## src/rtl/pmod_btn_pkg.sv

```systemverilog
// Shared types and default timing for the PMOD button reader.
// Defaults assume the 12 MHz iCEstick clock.
package pmod_btn_pkg;

    typedef enum logic [1:0] {
        IDLE         = 2'd0,
        PRESS_WAIT   = 2'd1,
        HELD         = 2'd2,
        RELEASE_WAIT = 2'd3
    } btn_state_e;

    localparam int DEF_N_BTN           = 4;
    localparam int DEF_DEBOUNCE_CYCLES = 120000;   // 10 ms
    localparam int DEF_LONG_CYCLES     = 12000000; // 1 s

    // Width of a channel index; a single channel still gets one bit.
    function automatic int idx_width(input int n);
        return (n > 1) ? $clog2(n) : 1;
    endfunction

endpackage

```

## src/rtl/button_channel.sv

```systemverilog
// One button: 2-FF synchroniser, debounce state machine, and long-press timer.
// Emits a registered debounced level and one-cycle press/release/long-press pulses.
module button_channel
    import pmod_btn_pkg::*;
#(
    parameter int DEBOUNCE_CYCLES = DEF_DEBOUNCE_CYCLES,
    parameter int LONG_CYCLES     = DEF_LONG_CYCLES,
    parameter bit ACTIVE_LOW      = 1'b1
) (
    input  logic clk,
    input  logic rst,
    input  logic btn_i,
    output logic state_o,
    output logic press_o,
    output logic release_o,
    output logic long_press_o
);

    localparam int DW = $clog2(DEBOUNCE_CYCLES);
    localparam int LW = $clog2(LONG_CYCLES);

    localparam logic          RELEASED = ACTIVE_LOW;
    localparam logic [DW-1:0] D_ONE    = 1;
    localparam logic [DW-1:0] D_LAST   = DW'(DEBOUNCE_CYCLES - 1);
    localparam logic [LW-1:0] L_ONE    = 1;
    localparam logic [LW-1:0] L_LAST   = LW'(LONG_CYCLES - 1);
    localparam logic [LW-1:0] L_PRE    = LW'(LONG_CYCLES - 2);

    logic [1:0]    sync_q;
    logic          s;
    btn_state_e    state_q;
    logic [DW-1:0] dcnt_q;
    logic [LW-1:0] lcnt_q;
    logic          held_q;
    logic          press_q;
    logic          release_q;
    logic          long_q;

    // NOTE: the synchroniser resets to the released pin level rather than zero,
    // otherwise an active-low button would look pressed straight out of reset.
    always_ff @(posedge clk) begin
        if (rst) begin
            sync_q <= {2{RELEASED}};
        end else begin
            sync_q <= {sync_q[0], btn_i};
        end
    end

    // Normalised to 1 = pressed.
    assign s = sync_q[1] ^ RELEASED;

    // NOTE: every register here uses <= so all next values come from the same
    // pre-edge state; the pulses default low each cycle, giving one-cycle width.
    always_ff @(posedge clk) begin
        if (rst) begin
            state_q   <= IDLE;
            dcnt_q    <= '0;
            lcnt_q    <= '0;
            held_q    <= 1'b0;
            press_q   <= 1'b0;
            release_q <= 1'b0;
            long_q    <= 1'b0;
        end else begin
            press_q   <= 1'b0;
            release_q <= 1'b0;
            long_q    <= 1'b0;
            case (state_q)
                IDLE: begin
                    if (s) begin
                        state_q <= PRESS_WAIT;
                        dcnt_q  <= '0;
                    end
                end
                PRESS_WAIT: begin
                    if (!s) begin
                        state_q <= IDLE;
                    end else if (dcnt_q == D_LAST) begin
                        state_q <= HELD;
                        press_q <= 1'b1;
                        held_q  <= 1'b1;
                        lcnt_q  <= '0;
                    end else begin
                        dcnt_q <= dcnt_q + D_ONE;
                    end
                end
                HELD: begin
                    // Saturation at L_LAST makes long_press fire once per hold.
                    if (lcnt_q != L_LAST) lcnt_q <= lcnt_q + L_ONE;
                    if (lcnt_q == L_PRE)  long_q <= 1'b1;
                    if (!s) begin
                        state_q <= RELEASE_WAIT;
                        dcnt_q  <= '0;
                    end
                end
                RELEASE_WAIT: begin
                    // lcnt is left alone so a release bounce only pauses it.
                    if (s) begin
                        state_q <= HELD;
                    end else if (dcnt_q == D_LAST) begin
                        state_q   <= IDLE;
                        release_q <= 1'b1;
                        held_q    <= 1'b0;
                    end else begin
                        dcnt_q <= dcnt_q + D_ONE;
                    end
                end
                default: state_q <= IDLE;
            endcase
        end
    end

    assign state_o      = held_q;
    assign press_o      = press_q;
    assign release_o    = release_q;
    assign long_press_o = long_q;

endmodule

```

## src/rtl/pmod_button_reader.sv

```systemverilog
// Debounced multi-button reader for the iCEstick PMOD header: per-channel
// debounce plus a fixed-priority index of the most recently pressed button.
module pmod_button_reader
    import pmod_btn_pkg::*;
#(
    parameter int N_BTN           = DEF_N_BTN,
    parameter int DEBOUNCE_CYCLES = DEF_DEBOUNCE_CYCLES,
    parameter int LONG_CYCLES     = DEF_LONG_CYCLES,
    parameter bit ACTIVE_LOW      = 1'b1,
    localparam int IW             = idx_width(N_BTN)
) (
    input  logic             clk,
    input  logic             rst,
    input  logic [N_BTN-1:0] btn_i,
    output logic [N_BTN-1:0] btn_state_o,
    output logic [N_BTN-1:0] press_o,
    output logic [N_BTN-1:0] release_o,
    output logic [N_BTN-1:0] long_press_o,
    output logic [IW-1:0]    last_idx_o,
    output logic             last_valid_o
);

    logic [N_BTN-1:0] press_w;
    logic [IW-1:0]    first_idx;
    logic [IW-1:0]    last_idx_d,   last_idx_q;
    logic             last_valid_d, last_valid_q;

    for (genvar i = 0; i < N_BTN; i++) begin : g_chan
        button_channel #(
            .DEBOUNCE_CYCLES (DEBOUNCE_CYCLES),
            .LONG_CYCLES     (LONG_CYCLES),
            .ACTIVE_LOW      (ACTIVE_LOW)
        ) u_chan (
            .clk          (clk),
            .rst          (rst),
            .btn_i        (btn_i[i]),
            .state_o      (btn_state_o[i]),
            .press_o      (press_w[i]),
            .release_o    (release_o[i]),
            .long_press_o (long_press_o[i])
        );
    end

    // NOTE: first_idx gets a default before the loop so no path leaves it
    // unassigned, which would otherwise infer a latch.
    always_comb begin
        first_idx = '0;
        // Descending scan: the lowest-numbered pulsing channel is written last.
        for (int i = N_BTN - 1; i >= 0; i--) begin
            if (press_w[i]) first_idx = IW'(i);
        end
    end

    // The encoder reads the registered press pulses directly, so last_idx and
    // last_valid change in the same cycle the press pulse is visible.
    assign last_idx_d   = (|press_w) ? first_idx : last_idx_q;
    assign last_valid_d = last_valid_q | (|press_w);

    always_ff @(posedge clk) begin
        if (rst) begin
            last_idx_q   <= '0;
            last_valid_q <= 1'b0;
        end else begin
            last_idx_q   <= last_idx_d;
            last_valid_q <= last_valid_d;
        end
    end

    assign press_o      = press_w;
    assign last_idx_o   = last_idx_d;
    assign last_valid_o = last_valid_d;

endmodule
```

## config.mk

```make
export PLATFORM = sky130hd
export DESIGN_NAME = pmod_button_reader
export DESIGN_NICKNAME = d
export VERILOG_FILES = /design/src/rtl/pmod_btn_pkg.sv /design/src/rtl/button_channel.sv /design/src/rtl/pmod_button_reader.sv
export SDC_FILE = /design/constraint.sdc
export NUM_CORES = 1
export LEC_CHECK = 0
export BUFFER_PORTS_ARGS = -buffer_cell sky130_fd_sc_hd__buf_4
export CAP_MARGIN = 25
export CORE_ASPECT_RATIO = 0.6
export CORE_UTILIZATION = 58
export CTS_CLUSTER_SIZE = 28
export DETAILED_ROUTE_END_ITERATION = 8
export HOLD_SLACK_MARGIN = 0.15
export PLACE_DENSITY_LB_ADDON = 0.05
export SETUP_SLACK_MARGIN = 0.2
export SLEW_MARGIN = 20
export SYNTH_ARGS = -nofsm -noshare
export SYNTH_HDL_FRONTEND = slang
export SYNTH_HIERARCHICAL = 1
export SYNTH_SLANG_ARGS = --single-unit
```

## constraint.sdc

```tcl
create_clock -name clk -period 2.39 [get_ports clk]
set_input_delay 0.1195 -clock clk [delete_from_list [all_inputs] [get_ports clk]]
set_output_delay 0.1195 -clock clk [all_outputs]
set_load 0.05 [all_outputs]
```

# Yosys cells after proc, flatten, opt, wreduce, memory -nomap -nowiden

Cells that the tools add are included.

Logic and storage cells: 261
Register bits: 199
Input port bits: 6
Output and inout port bits: 19

Reductions and logical operators: 41
Eq/ne operators: 60
Bitwise logic cells: 17
$add $sub $neg: 8
Multiplexer cells: 101

Operators with widths:

| operator              | count |
|---|---|
| $mux 17               | 20 |
| $mux 24               | 12 |
| $pmux 17 s4           | 4 |
| $pmux 24 s2           | 4 |
| $add 24x1->24 const B | 4 |
| $eq 24x24->1 const B  | 4 |
| $ne 24x24->1 const B  | 4 |
| $add 17x1->17 const B | 4 |
| $eq 17x17->1 const B  | 4 |
| $mux 2                | 29 |
| $reduce_and 4->1      | 12 |
| $ne 2x1->1 const B    | 20 |
| $pmux 2 s4            | 4 |
| $mux 1                | 24 |
| $reduce_or 3->1       | 8 |
| $reduce_and 5->1      | 4 |
| $eq 2x2->1 const B    | 8 |
| $ne 2x2->1 const B    | 8 |
| $not 1->1             | 16 |
| $reduce_bool 2->1     | 8 |
| $ne 3x1->1 const B    | 4 |
| $ne 3x3->1 const B    | 4 |
| $eq 2x1->1 const B    | 4 |
| $logic_not 2->1       | 4 |
| 4 further kinds       | 10 |

# Longest topological paths before layout

Word-level depth: 5
Gate-level depth with buffers: 8
Gate-level depth less buffers: 6

# Cells and area by module

The synthesis kept the hierarchy.

By module, submodules not included:

| module                                | instances | area an instance (um^2) | cells an instance | seq. area each (um^2) |
|---|---|---|---|---|
| button_channel (g_chan[0].u_chan ...) | 3         | 2532.4                  | 302               | 980.9 |
| button_channel (g_chan[3].u_chan)     | 1         | 2732.6                  | 309               | 980.9 |
| pmod_button_reader                    | 1         | 133.9                   | 14                | 60.1 |

# Worst setup path after synthesis

OpenSTA, ideal clock, no wires.

Kind: register to output
Start: reg g_chan[3].u_chan.press_q
End: out last_idx_o[1]
Setup slack: 384 ps
Buffers on the path: 0
Stages on the path, launching flop included: 3
Arrival: 1887 ps
Required time: 2271 ps
Cells stage by stage: dfxtp_1 -> nor3_1 -> nor3_1

Longest elaborated chain between the ends: 5
Elaborated cells between the ends (all ways): 6
Classes of those cells: mux (5); reduce/logical (1)

Ends and longest elaborated chain:

| element                  | RTL line                 | RTL |
|---|---|---|
| start: declaration       | button_channel.sv:35     | `logic press_q;` |
| start signal: assignment | button_channel.sv:60     | `press_q <= 1'b0;` |
| start signal: assignment | button_channel.sv:64     | `press_q <= 1'b0;` |
| start signal: assignment | button_channel.sv:79     | `press_q <= 1'b1;` |
| $mux 2 (4 in a row)      | pmod_button_reader.sv:50 | `if (press_w[i]) first_idx = IW'(i);` |
| $mux 2 *                 | pmod_button_reader.sv:56 | `assign last_idx_d = (\|press_w) ? first_idx : last_idx_q;` |
| end: declaration         | pmod_button_reader.sv:19 | `output logic [IW-1:0] last_idx_o,` |

Mark *: on every way between the ends. The rest lies on a longest branch, timed or not.

# Final worst setup path

Start: reg g_chan[1].u_chan.dcnt_q[6]
End: reg g_chan[1].u_chan.press_q

Longest elaborated chain between the ends: 2

Ends and longest elaborated chain:

| element                  | RTL line              | RTL |
|---|---|---|
| start: declaration       | button_channel.sv:32  | `logic [DW-1:0] dcnt_q;` |
| start signal: assignment | button_channel.sv:83  | `dcnt_q <= dcnt_q + D_ONE;` |
| start signal: assignment | button_channel.sv:104 | `dcnt_q <= dcnt_q + D_ONE;` |
| $eq 17x17->1             | button_channel.sv:77  | `end else if (dcnt_q == D_LAST) begin` |
| $mux 1                   | button_channel.sv:77  |  |
| end signal: assignment   | button_channel.sv:60  |  |
| end signal: assignment   | button_channel.sv:64  |  |
| end signal: assignment   | button_channel.sv:79  |  |
| end: declaration         | button_channel.sv:35  |  |

Every way passes these cells.
A chain may end at the register's enable or synchronous reset.

==> results by group <==
Logic synthesis
  • Post-synthesis compound-gate area fraction: 0.207
  • Post-synth top cells: dfxtp_1, nand2_1, a21oi_1
  • Main combinational cell family by area after synthesis: simple AND/OR/NAND/NOR gates
  • Syn Nets: roughly 1200
  • Post-synthesis register bit count: around 200
  • Most common cell in the netlist: dfxtp_1
  • Primary FF master, synth: dfxtp_1
  • Synth area leaders: dfxtp_1, a21oi_1, nand2_1
  • Biggest area consumer among synthesized cells: dfxtp_1
  • EDFF count, synth: 0
  • Multiplexer share of the synthesized area: 0.00622
  • Register area share after synthesis: 0.381
  • Ys async rst share: 0
  • Share of the synthesized area in the top cell type: 0.381
  • Yosys cell types: roughly 70
  • Synthesized-area fraction occupied by and/or/nand/nor cells: 0.319
  • Post-synthesis adder-cell area fraction: 0.0143
  • Mapped Cells: ~1200
  • Mapped cell area: 10500 µm²
  • Synth Warn #: 6
  • Mean Syn Cell Area: 8.51 µm²
  • XOR/XNOR Fraction of Synth Area: 0.0355

Critical path
  • Max stage delay on crit path: between 0.5 and 0.6 ns
  • Setup crit start: g_chan[1].u_chan/dcnt_q[6]$_SDFFE_PP0P_
  • CP endpoint kind: flop
  • Crit Path Class: flop to flop
  • Slowest cell on the critical path: or4b_4
  • Worst R2R Start: g_chan[1].u_chan/dcnt_q[6]$_SDFFE_PP0P_
  • Crit path required time: 2.77 ns
  • Critical Path Fanout Max: 7
  • Setup crit start kind: flop
  • CP cell instances: or4b_4 > or4_1 > nor4_1 > buf_4
  • CP arrival: roughly 2.5 ns

Floorplan
  • Die height: 106 µm
  • Row count: 37
  • Die area: 18600 µm²
  • Initial Util: 0.601
  • Ports: 25
  • Die width: 175 µm
  • CORE AREA: between 15000 and 20000 µm²

Timing
  • Unrepaired setup endpoints after global routing: true
  • Worst Tran Pin Value: around 0.56 ns
  • Setup violators final: 0
  • Fin. max-slew vios: 0
  • Clk_skew: between 0.008 and 0.009 ns
  • Crit path time final: ~2.2 ns
  • Setup TNS Final: 0 ns
  • Max Clk Rate: 464 MHz
  • Final worst-path cycle share: 0.902
  • Final hold violations: 0
  • Worst rel slew slack: 0.619

Detailed routing
  • Pre-Repair DR Iteration Count: 6
  • Total wire length: 26.0 mm
  • Avg WL per Cell: between 15 and 20 µm
  • Vias: 9741
  • Drc violations: 0
  • ANT nets after route: 0
  • Initial DRC Count: 1089
  • Via density per instance: roughly 6.4

Clocking
  • CTS Buf Count: 17
  • TritonCTS clock tree: done
  • Sink Count: a little under 200
  • Worst-Skew Late Latency: about 0.43 ns
  • H-tree depth: 4
  • Clk slew on worst S/H paths: 0.07 ns
  • Longest Clk Path Bufs: 2
  • CTS root buf: clkbuf_16

Placed design
  • GPL Wtd Cong: around 0.92
  • DP HPWL: approximately 18 mm
  • PortBufs: 24

Global routing
  • Vias in the first global route: around 8300
  • Global-route wire length before repair: roughly 43 mm
  • Initial antenna violation count: 0
  • Total gr overflow: 0
  • Overall routing resource usage: 0.284
  • Pin count of the biggest net entering global routing: 43

Finish
  • Diode count: 0
  • Layout area overhead: 12.9%
  • Layout cells sized above 1: 0.136
  • Final nets: 1295
  • Final Core Density: 0.679
  • Multi-input gate area: about 6200 µm²
  • Filler cell count in the final layout: roughly 1500
  • Register area: between 3000 and 4000 µm²

Pwr
  • Max IR drop VDD: 559 µV
  • PD cells: 540 nW/µm²
  • Leak: about 0.0038 µW

Flow run
  • MaxCap Viol Count: 0

Outcome
  • Status: completed

Worst hold path
  • HP Class: input port to flop
  • Hold Startpoint: btn_i[1]
[layout make-up]
cell class / instances / area share
well taps: 234 / 0.0248
clock buffers: 21 / 0.0381
repair buffers: 91 / 0.0606
multi-input cells: 950 / 0.525
flip-flops and latches: 199 / 0.337
clock inverters: 9 / 0.00869
inverters: 18 / 0.00572
[critical path, delay by kind of cell (launching register included)]
family / cells / cell delay, ns
buf+inv: 1 / 0.19
flops: 1 / 0.38
simple gates: 3 / 1.53
[placed cells by master (no fill, tap or decap), types with 5 or more instances in the layout]
cell | Yosys | routed
nor4b_1 | 6 | 6
nor2_1 | 86 | 84
o31a_1 | 9 | 9
o211ai_1 | 14 | 14
a31oi_1 | 11 | 10
dfxtp_1 | 199 | 199
nand4bb_1 | 5 | 5
a2111oi_0 | 6 | 6
clkinv_2 | 0 | 5
buf_4 | 1 | 83
a2111o_1 | 18 | 18
ha_1 | 12 | 11
or4_1 | 43 | 42
a21oi_1 | 107 | 103
nand4_1 | 53 | 53
mux2i_1 | 5 | 5
o2111ai_1 | 14 | 14
and2_1 | 9 | 10
nor4_4 | 4 | 9
xnor2_1 | 31 | 31
and3_1 | 15 | 13
and4_1 | 16 | 16
a21o_1 | 11 | 10
dlygate4sd3_1 | 0 | 5
or2_2 | 16 | 16
or3_1 | 45 | 45
nand2_1 | 110 | 110
a211oi_1 | 8 | 8
o21a_1 | 9 | 9
inv_1 | 18 | 18
o21ai_1 | 6 | 7
nor3_1 | 21 | 21
clkbuf_16 | 0 | 17
nand3_1 | 74 | 74
o21ai_0 | 49 | 48
nand2b_1 | 10 | 10
nor4_1 | 26 | 25
o31ai_1 | 28 | 28
[kinds of logic after synthesis]
logic type | count (synthesis)
compound gates | 319
xor+xnor | 39
mux | 6
simple gates | 574
fa+ha+maj | 12
buf+inv | 80
flops | 199
[layer usage]
layer,GRT usage,vias up,share of wire
met3,0.0554,14,0.071
met5,0,-,0
li1,-,4811,-
met4,0.0584,0,0.0065
met1,0.464,4571,0.53
met2,0.370,345,0.39
[worst paths after layout]
path                                           endpoint  slack (ns)  cells after the start
hold / removal    g_chan[1].u_chan/sync_q[0]$_SDFF_PP1_        0.41                      3
setup / recovery    g_chan[1].u_chan/press_o$_SDFF_PP0_        0.23                      4
setup reg to reg    g_chan[1].u_chan/press_o$_SDFF_PP0_        0.23                      4
hold reg to reg   g_chan[1].u_chan/sync_q[1]$_SDFF_PP1_        0.42                      1
[per-stage QoR]
stage / std cells / area, µm² / power (µW) / hold WS (ns) / setup WS (ns)
finish: 1522 / 11800 / 6370 / 0.411 / 0.234
detailed placement: 1487 / 11100 / 3640 / 0.309 / 0.201
floorplan: 1229 / 10500 / 3560 / 0.189 / 0.384
CTS: 1522 / 11700 / 6430 / 0.400 / 0.221
global route: 1522 / 11800 / 6600 / 0.397 / 0.162
global placement: 1487 / 11100 / 3630 / 0.305 / 0.298
[report_power, final]
part           internal [µW]  switching (µW)
combinational           71.0             146
sequential              3330            21.5
clock                   1560            1250
[timing repair]
| action | CTS | global route |
|---|---|---|
| hold endpoints to repair | 8 | 0 |
| hold buffers | 5 | 0 |
| resized for setup | 3 | 23 |
| setup endpoints to repair | 4 | 76 |
| buffers inserted | 0 | 0 |
| pin swaps | 0 | 3 |
[registers in the layout (all words and copies together) (netlist names), named ones only]
name                        flops
g_chan.u_chan/long_press_o      4
g_chan.u_chan/sync_q            8
g_chan.u_chan/state_o           4
g_chan.u_chan/press_o           4
g_chan.u_chan/lcnt_q           96
g_chan.u_chan/dcnt_q           68
g_chan.u_chan/release_o         4
last_idx_q                      2
last_valid_q                    1
g_chan.u_chan/state_q           4
(Power assumes the default switching activity.)
